$ cat src/rtl/mem_lsu_pkg.sv
// Shared opcodes, FSM states and the latched bus-request record for the MEM-stage LSU.
// Opcode values follow the existing AluOp encoding used by ex/ex_mem.
package mem_lsu_pkg;

    localparam logic [7:0] EXE_LB_OP  = 8'b1110_0000;
    localparam logic [7:0] EXE_LH_OP  = 8'b1110_0001;
    localparam logic [7:0] EXE_LW_OP  = 8'b1110_0011;
    localparam logic [7:0] EXE_LBU_OP = 8'b1110_0100;
    localparam logic [7:0] EXE_LHU_OP = 8'b1110_0101;
    localparam logic [7:0] EXE_SB_OP  = 8'b1110_1000;
    localparam logic [7:0] EXE_SH_OP  = 8'b1110_1001;
    localparam logic [7:0] EXE_SW_OP  = 8'b1110_1011;

    localparam logic STOP      = 1'b1;
    localparam int   STALL_MEM = 3;

    typedef enum logic [1:0] {
        ST_IDLE = 2'd0,
        ST_BUSY = 2'd1,
        ST_DONE = 2'd2
    } lsu_state_t;

    // Everything needed to hold the bus stable and finish alignment while BUSY.
    typedef struct packed {
        logic [7:0]  op;
        logic [1:0]  lo;
        logic        we;
        logic [3:0]  sel;
        logic [31:0] addr;
        logic [31:0] wdata;
    } dbus_req_t;

    function automatic logic is_load(input logic [7:0] op);
        return (op == EXE_LB_OP) || (op == EXE_LBU_OP) || (op == EXE_LH_OP) ||
               (op == EXE_LHU_OP) || (op == EXE_LW_OP);
    endfunction

    function automatic logic is_store(input logic [7:0] op);
        return (op == EXE_SB_OP) || (op == EXE_SH_OP) || (op == EXE_SW_OP);
    endfunction

    function automatic logic is_mem(input logic [7:0] op);
        return is_load(op) || is_store(op);
    endfunction

    function automatic logic is_misaligned(input logic [7:0] op, input logic [1:0] lo);
        case (op)
            EXE_LH_OP, EXE_LHU_OP, EXE_SH_OP: return lo[0];
            EXE_LW_OP, EXE_SW_OP:             return |lo;
            default:                          return 1'b0;
        endcase
    endfunction

endpackage

$ cat src/rtl/mem_lsu_if.sv
// Data-bus request/acknowledge channel between the LSU (master) and memory (slave).
// req is held with stable attributes until ack; ack carries rdata for loads.
interface mem_lsu_if;

    logic        dbus_req;
    logic        dbus_we;
    logic [3:0]  dbus_sel;
    logic [31:0] dbus_addr;
    logic [31:0] dbus_wdata;
    logic        dbus_ack;
    logic [31:0] dbus_rdata;

    modport master (
        output dbus_req,
        output dbus_we,
        output dbus_sel,
        output dbus_addr,
        output dbus_wdata,
        input  dbus_ack,
        input  dbus_rdata
    );

    modport slave (
        input  dbus_req,
        input  dbus_we,
        input  dbus_sel,
        input  dbus_addr,
        input  dbus_wdata,
        output dbus_ack,
        output dbus_rdata
    );

endinterface

$ cat src/rtl/mem_lsu_align.sv
// Big-endian lane logic: byte enables and store replication, plus load lane pick and extension.
// Purely combinational, no flow control.
module lsu_align
    import mem_lsu_pkg::*;
(
    input  logic [7:0]  aluop,
    input  logic [1:0]  addr_lo,
    input  logic [31:0] st_data,
    input  logic [31:0] ld_raw,
    output logic [3:0]  sel,
    output logic [31:0] st_wdata,
    output logic [31:0] ld_data
);

    logic [7:0]  ld_byte;
    logic [15:0] ld_half;

    // Address 0 is the most significant lane.
    always_comb begin
        case (addr_lo)
            2'b00:   ld_byte = ld_raw[31:24];
            2'b01:   ld_byte = ld_raw[23:16];
            2'b10:   ld_byte = ld_raw[15:8];
            default: ld_byte = ld_raw[7:0];
        endcase
        ld_half = addr_lo[1] ? ld_raw[15:0] : ld_raw[31:16];
    end

    always_comb begin
        sel      = 4'b0000;
        st_wdata = 32'h0000_0000;
        ld_data  = 32'h0000_0000;
        case (aluop)
            EXE_LB_OP: begin
                sel     = 4'b1000 >> addr_lo;
                ld_data = {{24{ld_byte[7]}}, ld_byte};
            end
            EXE_LBU_OP: begin
                sel     = 4'b1000 >> addr_lo;
                ld_data = {24'h00_0000, ld_byte};
            end
            EXE_LH_OP: begin
                sel     = addr_lo[1] ? 4'b0011 : 4'b1100;
                ld_data = {{16{ld_half[15]}}, ld_half};
            end
            EXE_LHU_OP: begin
                sel     = addr_lo[1] ? 4'b0011 : 4'b1100;
                ld_data = {16'h0000, ld_half};
            end
            EXE_LW_OP: begin
                sel     = 4'b1111;
                ld_data = ld_raw;
            end
            EXE_SB_OP: begin
                sel      = 4'b1000 >> addr_lo;
                st_wdata = {4{st_data[7:0]}};
            end
            EXE_SH_OP: begin
                sel      = addr_lo[1] ? 4'b0011 : 4'b1100;
                st_wdata = {2{st_data[15:0]}};
            end
            EXE_SW_OP: begin
                sel      = 4'b1111;
                st_wdata = st_data;
            end
            default: ;
        endcase
    end

endmodule

$ cat src/rtl/mem_lsu.sv
// MEM-stage load/store unit: issues one data-bus access per memory op and stalls IF..MEM until it ends.
// Load result reaches mem_wb the cycle after ack; holds in DONE while stall[3] is Stop.
module mem_lsu
    import mem_lsu_pkg::*;
#(
    parameter int TIMEOUT = 16
) (
    input  logic        clk,
    input  logic        rst_n,
    input  logic [5:0]  stall,
    input  logic        flush,
    input  logic [7:0]  i_aluop,
    input  logic [31:0] i_mem_addr,
    input  logic [31:0] i_reg2,
    input  logic [31:0] i_wdata,
    input  logic [4:0]  i_wd,
    input  logic        i_wreg,
    input  logic        i_whilo,
    input  logic [31:0] i_hi,
    input  logic [31:0] i_lo,
    output logic [31:0] mem_wdata,
    output logic [4:0]  mem_wd,
    output logic        mem_wreg,
    output logic        mem_whilo,
    output logic [31:0] mem_hi,
    output logic [31:0] mem_lo,
    output logic        stallreq,
    output logic        misalign,
    output logic        bus_err,
    mem_lsu_if.master   dbus
);

    localparam logic [7:0] CNT_LAST = 8'(TIMEOUT - 1);

    lsu_state_t  state_q, state_d;
    logic [7:0]  cnt_q, cnt_d;
    logic [31:0] rdata_q, rdata_d;
    logic        err_q, err_d;
    logic        drop_q, drop_d;
    dbus_req_t   req_q, req_d;
    dbus_req_t   req_new, req_out;

    logic        in_idle, in_busy, in_done;
    logic        mem_op, mis_op, start, expire, finish;
    logic [7:0]  al_op;
    logic [1:0]  al_lo;
    logic [3:0]  al_sel;
    logic [31:0] al_wdata, al_ldata;
    logic        unused_stall;

    assign unused_stall = ^{stall[5:4], stall[2:0]};

    always_comb begin
        in_idle = (state_q == ST_IDLE);
        in_busy = (state_q == ST_BUSY);
        in_done = (state_q == ST_DONE);
        mem_op  = is_mem(i_aluop);
        mis_op  = mem_op && is_misaligned(i_aluop, i_mem_addr[1:0]);
        // Reset gates the combinational request so req drops the moment rst_n falls.
        start   = rst_n && in_idle && mem_op && !mis_op && !flush;
        expire  = in_busy && !dbus.dbus_ack && (cnt_q == CNT_LAST);
        finish  = in_busy && (dbus.dbus_ack || (cnt_q == CNT_LAST));
        // While BUSY the lane logic works from the latched op so rdata is aligned correctly.
        al_op   = in_busy ? req_q.op : i_aluop;
        al_lo   = in_busy ? req_q.lo : i_mem_addr[1:0];
    end

    lsu_align u_align (
        .aluop    (al_op),
        .addr_lo  (al_lo),
        .st_data  (i_reg2),
        .ld_raw   (dbus.dbus_rdata),
        .sel      (al_sel),
        .st_wdata (al_wdata),
        .ld_data  (al_ldata)
    );

    always_comb begin
        req_new.op    = i_aluop;
        req_new.lo    = i_mem_addr[1:0];
        req_new.we    = is_store(i_aluop);
        req_new.sel   = al_sel;
        req_new.addr  = {i_mem_addr[31:2], 2'b00};
        req_new.wdata = al_wdata;
    end

    always_comb begin
        state_d = state_q;
        cnt_d   = cnt_q;
        rdata_d = rdata_q;
        err_d   = err_q;
        drop_d  = drop_q;
        req_d   = req_q;
        case (state_q)
            ST_IDLE: begin
                if (start) begin
                    state_d = ST_BUSY;
                    cnt_d   = 8'd0;
                    req_d   = req_new;
                    err_d   = 1'b0;
                    drop_d  = 1'b0;
                end
            end
            ST_BUSY: begin
                cnt_d = cnt_q + 8'd1;
                // The access cannot be withdrawn once issued; remember to discard it.
                if (flush) begin
                    drop_d = 1'b1;
                end
                if (dbus.dbus_ack) begin
                    rdata_d = al_ldata;
                    err_d   = 1'b0;
                end else if (expire) begin
                    rdata_d = 32'h0000_0000;
                    err_d   = 1'b1;
                end
                if (finish) begin
                    state_d = (drop_q || flush) ? ST_IDLE : ST_DONE;
                    cnt_d   = 8'd0;
                    drop_d  = 1'b0;
                    req_d   = '0;
                end
            end
            ST_DONE: begin
                if (flush || (stall[STALL_MEM] != STOP)) begin
                    state_d = ST_IDLE;
                    err_d   = 1'b0;
                end
            end
            default: state_d = ST_IDLE;
        endcase
    end

    always_ff @(posedge clk or negedge rst_n) begin
        if (!rst_n) begin
            state_q <= ST_IDLE;
            cnt_q   <= 8'd0;
            rdata_q <= 32'h0000_0000;
            err_q   <= 1'b0;
            drop_q  <= 1'b0;
            req_q   <= '0;
        end else begin
            state_q <= state_d;
            cnt_q   <= cnt_d;
            rdata_q <= rdata_d;
            err_q   <= err_d;
            drop_q  <= drop_d;
            req_q   <= req_d;
        end
    end

    assign req_out         = in_busy ? req_q : (start ? req_new : '0);
    assign dbus.dbus_req   = in_busy || start;
    assign dbus.dbus_we    = req_out.we;
    assign dbus.dbus_sel   = req_out.sel;
    assign dbus.dbus_addr  = req_out.addr;
    assign dbus.dbus_wdata = req_out.wdata;

    assign stallreq = start || in_busy;
    assign misalign = rst_n && in_idle && mis_op && !flush;
    assign bus_err  = expire;

    // Nothing commits to mem_wb while the stage is stalling on its own access.
    always_comb begin
        mem_wd    = i_wd;
        mem_hi    = i_hi;
        mem_lo    = i_lo;
        mem_wdata = (in_done && is_load(i_aluop)) ? rdata_q : i_wdata;
        mem_wreg  = i_wreg && !flush && !stallreq && !misalign && !(in_done && err_q);
        mem_whilo = i_whilo && !flush && !stallreq;
    end

endmodule

$ cat src/flat_wrapper.sv
// flat-port wrapper written by rule: the top's interface ports become plain ports
module mem_lsu_flat import mem_lsu_pkg::*;
#(
    parameter int TIMEOUT = 16
)
  (clk, rst_n, stall, flush, i_aluop, i_mem_addr, i_reg2, i_wdata, i_wd, i_wreg, i_whilo, i_hi, i_lo, mem_wdata, mem_wd, mem_wreg, mem_whilo, mem_hi, mem_lo, stallreq, misalign, bus_err, dbus_dbus_req, dbus_dbus_we, dbus_dbus_sel, dbus_dbus_addr, dbus_dbus_wdata, dbus_dbus_ack, dbus_dbus_rdata);
  mem_lsu_if dbus_i ();
  input  logic clk;
  input  logic rst_n;
  input  logic [5:0] stall;
  input  logic flush;
  input  logic [7:0] i_aluop;
  input  logic [31:0] i_mem_addr;
  input  logic [31:0] i_reg2;
  input  logic [31:0] i_wdata;
  input  logic [4:0] i_wd;
  input  logic i_wreg;
  input  logic i_whilo;
  input  logic [31:0] i_hi;
  input  logic [31:0] i_lo;
  output logic [31:0] mem_wdata;
  output logic [4:0] mem_wd;
  output logic mem_wreg;
  output logic mem_whilo;
  output logic [31:0] mem_hi;
  output logic [31:0] mem_lo;
  output logic stallreq;
  output logic misalign;
  output logic bus_err;
  output wire logic [$bits(dbus_i.dbus_req)-1:0] dbus_dbus_req;
  output wire logic [$bits(dbus_i.dbus_we)-1:0] dbus_dbus_we;
  output wire logic [$bits(dbus_i.dbus_sel)-1:0] dbus_dbus_sel;
  output wire logic [$bits(dbus_i.dbus_addr)-1:0] dbus_dbus_addr;
  output wire logic [$bits(dbus_i.dbus_wdata)-1:0] dbus_dbus_wdata;
  input wire logic [$bits(dbus_i.dbus_ack)-1:0] dbus_dbus_ack;
  input wire logic [$bits(dbus_i.dbus_rdata)-1:0] dbus_dbus_rdata;
  assign dbus_dbus_req = dbus_i.dbus_req;
  assign dbus_dbus_we = dbus_i.dbus_we;
  assign dbus_dbus_sel = dbus_i.dbus_sel;
  assign dbus_dbus_addr = dbus_i.dbus_addr;
  assign dbus_dbus_wdata = dbus_i.dbus_wdata;
  assign dbus_i.dbus_ack = dbus_dbus_ack;
  assign dbus_i.dbus_rdata = dbus_dbus_rdata;
  mem_lsu #(.TIMEOUT(TIMEOUT)) u_core (.clk(clk), .rst_n(rst_n), .stall(stall), .flush(flush), .i_aluop(i_aluop), .i_mem_addr(i_mem_addr), .i_reg2(i_reg2), .i_wdata(i_wdata), .i_wd(i_wd), .i_wreg(i_wreg), .i_whilo(i_whilo), .i_hi(i_hi), .i_lo(i_lo), .mem_wdata(mem_wdata), .mem_wd(mem_wd), .mem_wreg(mem_wreg), .mem_whilo(mem_whilo), .mem_hi(mem_hi), .mem_lo(mem_lo), .stallreq(stallreq), .misalign(misalign), .bus_err(bus_err), .dbus(dbus_i));
endmodule
$ cat config.mk
export PLATFORM = sky130hd
export DESIGN_NAME = mem_lsu_flat
export DESIGN_NICKNAME = d
export VERILOG_FILES = /design/src/rtl/mem_lsu_pkg.sv /design/src/rtl/mem_lsu_if.sv /design/src/rtl/mem_lsu_align.sv /design/src/rtl/mem_lsu.sv /design/src/flat_wrapper.sv
export SDC_FILE = /design/constraint.sdc
export NUM_CORES = 1
export LEC_CHECK = 0
export BUFFER_PORTS_ARGS = -buffer_cell sky130_fd_sc_hd__buf_2
export CAP_MARGIN = 40
export CORE_MARGIN = 5
export CORE_UTILIZATION = 30
export CTS_CLUSTER_DIAMETER = 40
export CTS_CLUSTER_SIZE = 25
export DETAILED_ROUTE_END_ITERATION = 6
export GPL_ROUTABILITY_DRIVEN = 0
export SYNTH_ARGS = -nofsm -noshare
export SYNTH_HDL_FRONTEND = slang
export SYNTH_SLANG_ARGS = --single-unit
$ cat constraint.sdc
create_clock -name clk -period 7.3 [get_ports clk]
set_clock_uncertainty 0.2 [all_clocks]
set_input_delay 0.73 -clock clk [delete_from_list [all_inputs] [get_ports clk]]
set_output_delay 0.73 -clock clk [all_outputs]
set_load 0.005 [all_outputs]
==> flow_summary.json <==
{
  "outcome": "complete, no violations",
  "remaining_drc_errors": 0,
  "finalSetupViolCount": 0,
  "ys_async_sr_fraction": 1.00,
  "antenna_found_initial": 2,
  "ys_seq_elements": 121,
  "p_per_area_nw_per_um2": 194,
  "die_y_um": 168,
  "start_util": 0.306,
  "cap_violations": 0,
  "cts_root_buffer": "clkbuf_16",
  "grt_max_degree": 75,
  "critPathKind": "in -> out",
  "place_hpwl_um": 17500,
  "cts_tree": "done",
  "dp.cells": 1261,
  "die_area_um2": 28100,
  "fin_nets": 1174,
  "synth.most_common_cell": "nand2_1",
  "endpoint_kind": "primary output",
  "whs_ns": 0.0443,
  "layout-drive-gt1-share": 0.354,
  "cts_sinks": 121,
  "p_leak_nw": 4.85,
  "slew-limit-headroom": 0.408,
  "max_freq_ghz": 0.218,
  "num_vias": 6825,
  "reg2reg_depth": 8,
  "min_period_ns": 4.59,
  "yosys-top-cells-area": "dfrtp_1 41%, a22o_1 10%, buf_4 7.5%, nand2_1 7.5%, mux2_2 5.4%",
  "cts_max_path_buffers": 2,
  "via_per_inst": 5.27,
  "numPortBuffers": 247,
  "ios": 393,
  "insertion_delay_ns": 0.41,
  "yosys-top-cells-count": "149 x nand2_1, 121 x dfrtp_1, 87 x a22o_1",
  "routed_wl_um": 24200,
  "synth_edf_count": 0,
  "worst_pin_slew_ns": 0.888,
  "drt_pass1_iterations": 5,
  "required_ns": 6.37,
  "synth_top_area_cell": "dfrtp_1",
  "grt_pass1_vias": 6796,
  "drt-initial-drc-count": 490,
  "hp-class": "in -> async",
  "clk_pin_slew_worst_paths_ns": 0.06,
  "fp-row-count": 57,
  "synthDistinctLibCells": 65,
  "hold_viol_final": 0,
  "die_x_um": 168,
  "power_w": 0.00178,
  "arrival_ns": 3.66,
  "cts_buffers": 17,
  "stdcell_count": 1294,
  "grt_first_pass_wirelength_um": 38000,
  "period_share": 0.629,
  "synth_ff_type": "dfrtp_1",
  "rsz0062_at_grt": "no",
  "synth_warnings": 0,
  "synth_top_area_frac": 0.406,
  "cts_setup_buffers": 0,
  "cts_hold_buf": 0,
  "post_cts_resized": 0,
  "r2r_start": "u_core.state_q[0]",
  "ir_worst_vdd_v": 0.0000810,
  "synthCells": 797,
  "wl_per_cell_um": 18.7,
  "rr_endpoint": "u_core.rdata_q[25]",
  "path_max_fanout": 49,
  "r2r_slack_ns": 3.16,
  "syn-cell-area_um2": 7470,
  "fin_tns_setup_ns": 0,
  "area_delta_synth_final_pct": 22.5,
  "h-tree-depth": 4,
  "grt.overflow.total": 0,
  "drv_slew": 0,
  "startpoint_type": "input port",
  "syn_avg_cell_area_um2": 9.37,
  "ys_seq_area_frac": 0.406,
  "core_um2": 24400,
  "grt.total_usage": 0.167,
  "ant_nets": 0
}
-- layer usage --
metal  global-route usage  wire (um)  vias up
li1                     -          -     3178
met1                0.219      10500     3304
met2                0.260      11100      308
met3               0.0547       2050       33
met4               0.0558        505        2
met5                    0         13        -
-- report_power, final --
part / leakage (nW) / switching (W) / internal (W)
registers: 1.67 / 0.0000308 / 0.000710
logic: 2.89 / 0.0000998 / 0.0000866
clock network: 0.289 / 0.000342 / 0.000508
total: 4.85 / 0.000472 / 0.00130
-- kinds of logic after synthesis --
logic type | after synthesis | share of synthesized area
buffers and inverters | 133 | 0.110
XOR/XNOR | 1 | 0.00117
AO/OA/AOI/OAI | 245 | 0.259
multiplexers | 51 | 0.0744
adder cells (fa/ha/maj) | 1 | 0.00168
flip-flops | 121 | 0.406
other | 1 | 0.000502
AND/OR/NAND/NOR | 244 | 0.148
-- worst max-delay path, cell delays in order --
cell and delay [ns]:
buf_6 0.35, or4b_1 0.53, a2111o_1 0.50, a311o_1 0.42, buf_8 0.20, nor2_4 0.48, a2bb2oi_1 0.16, nand2_1 0.12
buf_2 0.12
-- stage by stage --
stage	worst slack, ns	area (um2)	util
3_5_place_dp	2.65	8550	0.351
3_3_place_gp	2.52	8440	0.346
5_1_grt	2.47	9140	0.375
6_report	2.71	9140	0.375
4_1_cts	2.67	9140	0.375
2_1_floorplan	3.78	7470	-
-- state kept, by name, indices dropped and copies added (netlist names) --
| name | cells |
|---|---|
| u_core.cnt_q | 8 |
| u_core.drop_q | 1 |
| u_core.err_q | 1 |
| u_core.rdata_q | 32 |
| u_core.req_q | 77 |
| u_core.state_q | 2 |
-- worst max path at each step --
stage	startpoint	endpoint	cells past startpoint
detailed placement	rst_n	dbus_dbus_wdata[19]	9
global route	rst_n	dbus_dbus_wdata[19]	9
floorplan	flush	dbus_dbus_wdata[19]	8
finish	rst_n	dbus_dbus_wdata[19]	9
global placement	rst_n	dbus_dbus_wdata[19]	8
CTS	rst_n	dbus_dbus_wdata[19]	9
-- cell type report --
class,count,area (um2)
inverter,8,30.0
clock inverter,15,165
antenna,1,2.50
clock buffer,17,425
tap,324,405
timing repair buffer,264,1430
multi-input combinational,544,3660
sequential,121,3030
fill,2535,15200
-- layout by cell type (no fill, tap or decap), types with 10 or more instances in the layout --
cell type,n
nor2_1,31
nand2_1,149
a21o_1,23
o21ai_0,20
buf_2,247
clkbuf_16,17
a211o_1,11
a22oi_1,33
dfrtp_1,121
a21oi_1,13
a22o_1,87
nand3_1,10
mux2i_1,14
buf_4,10
mux2_2,36
(Power assumes the default switching activity.)
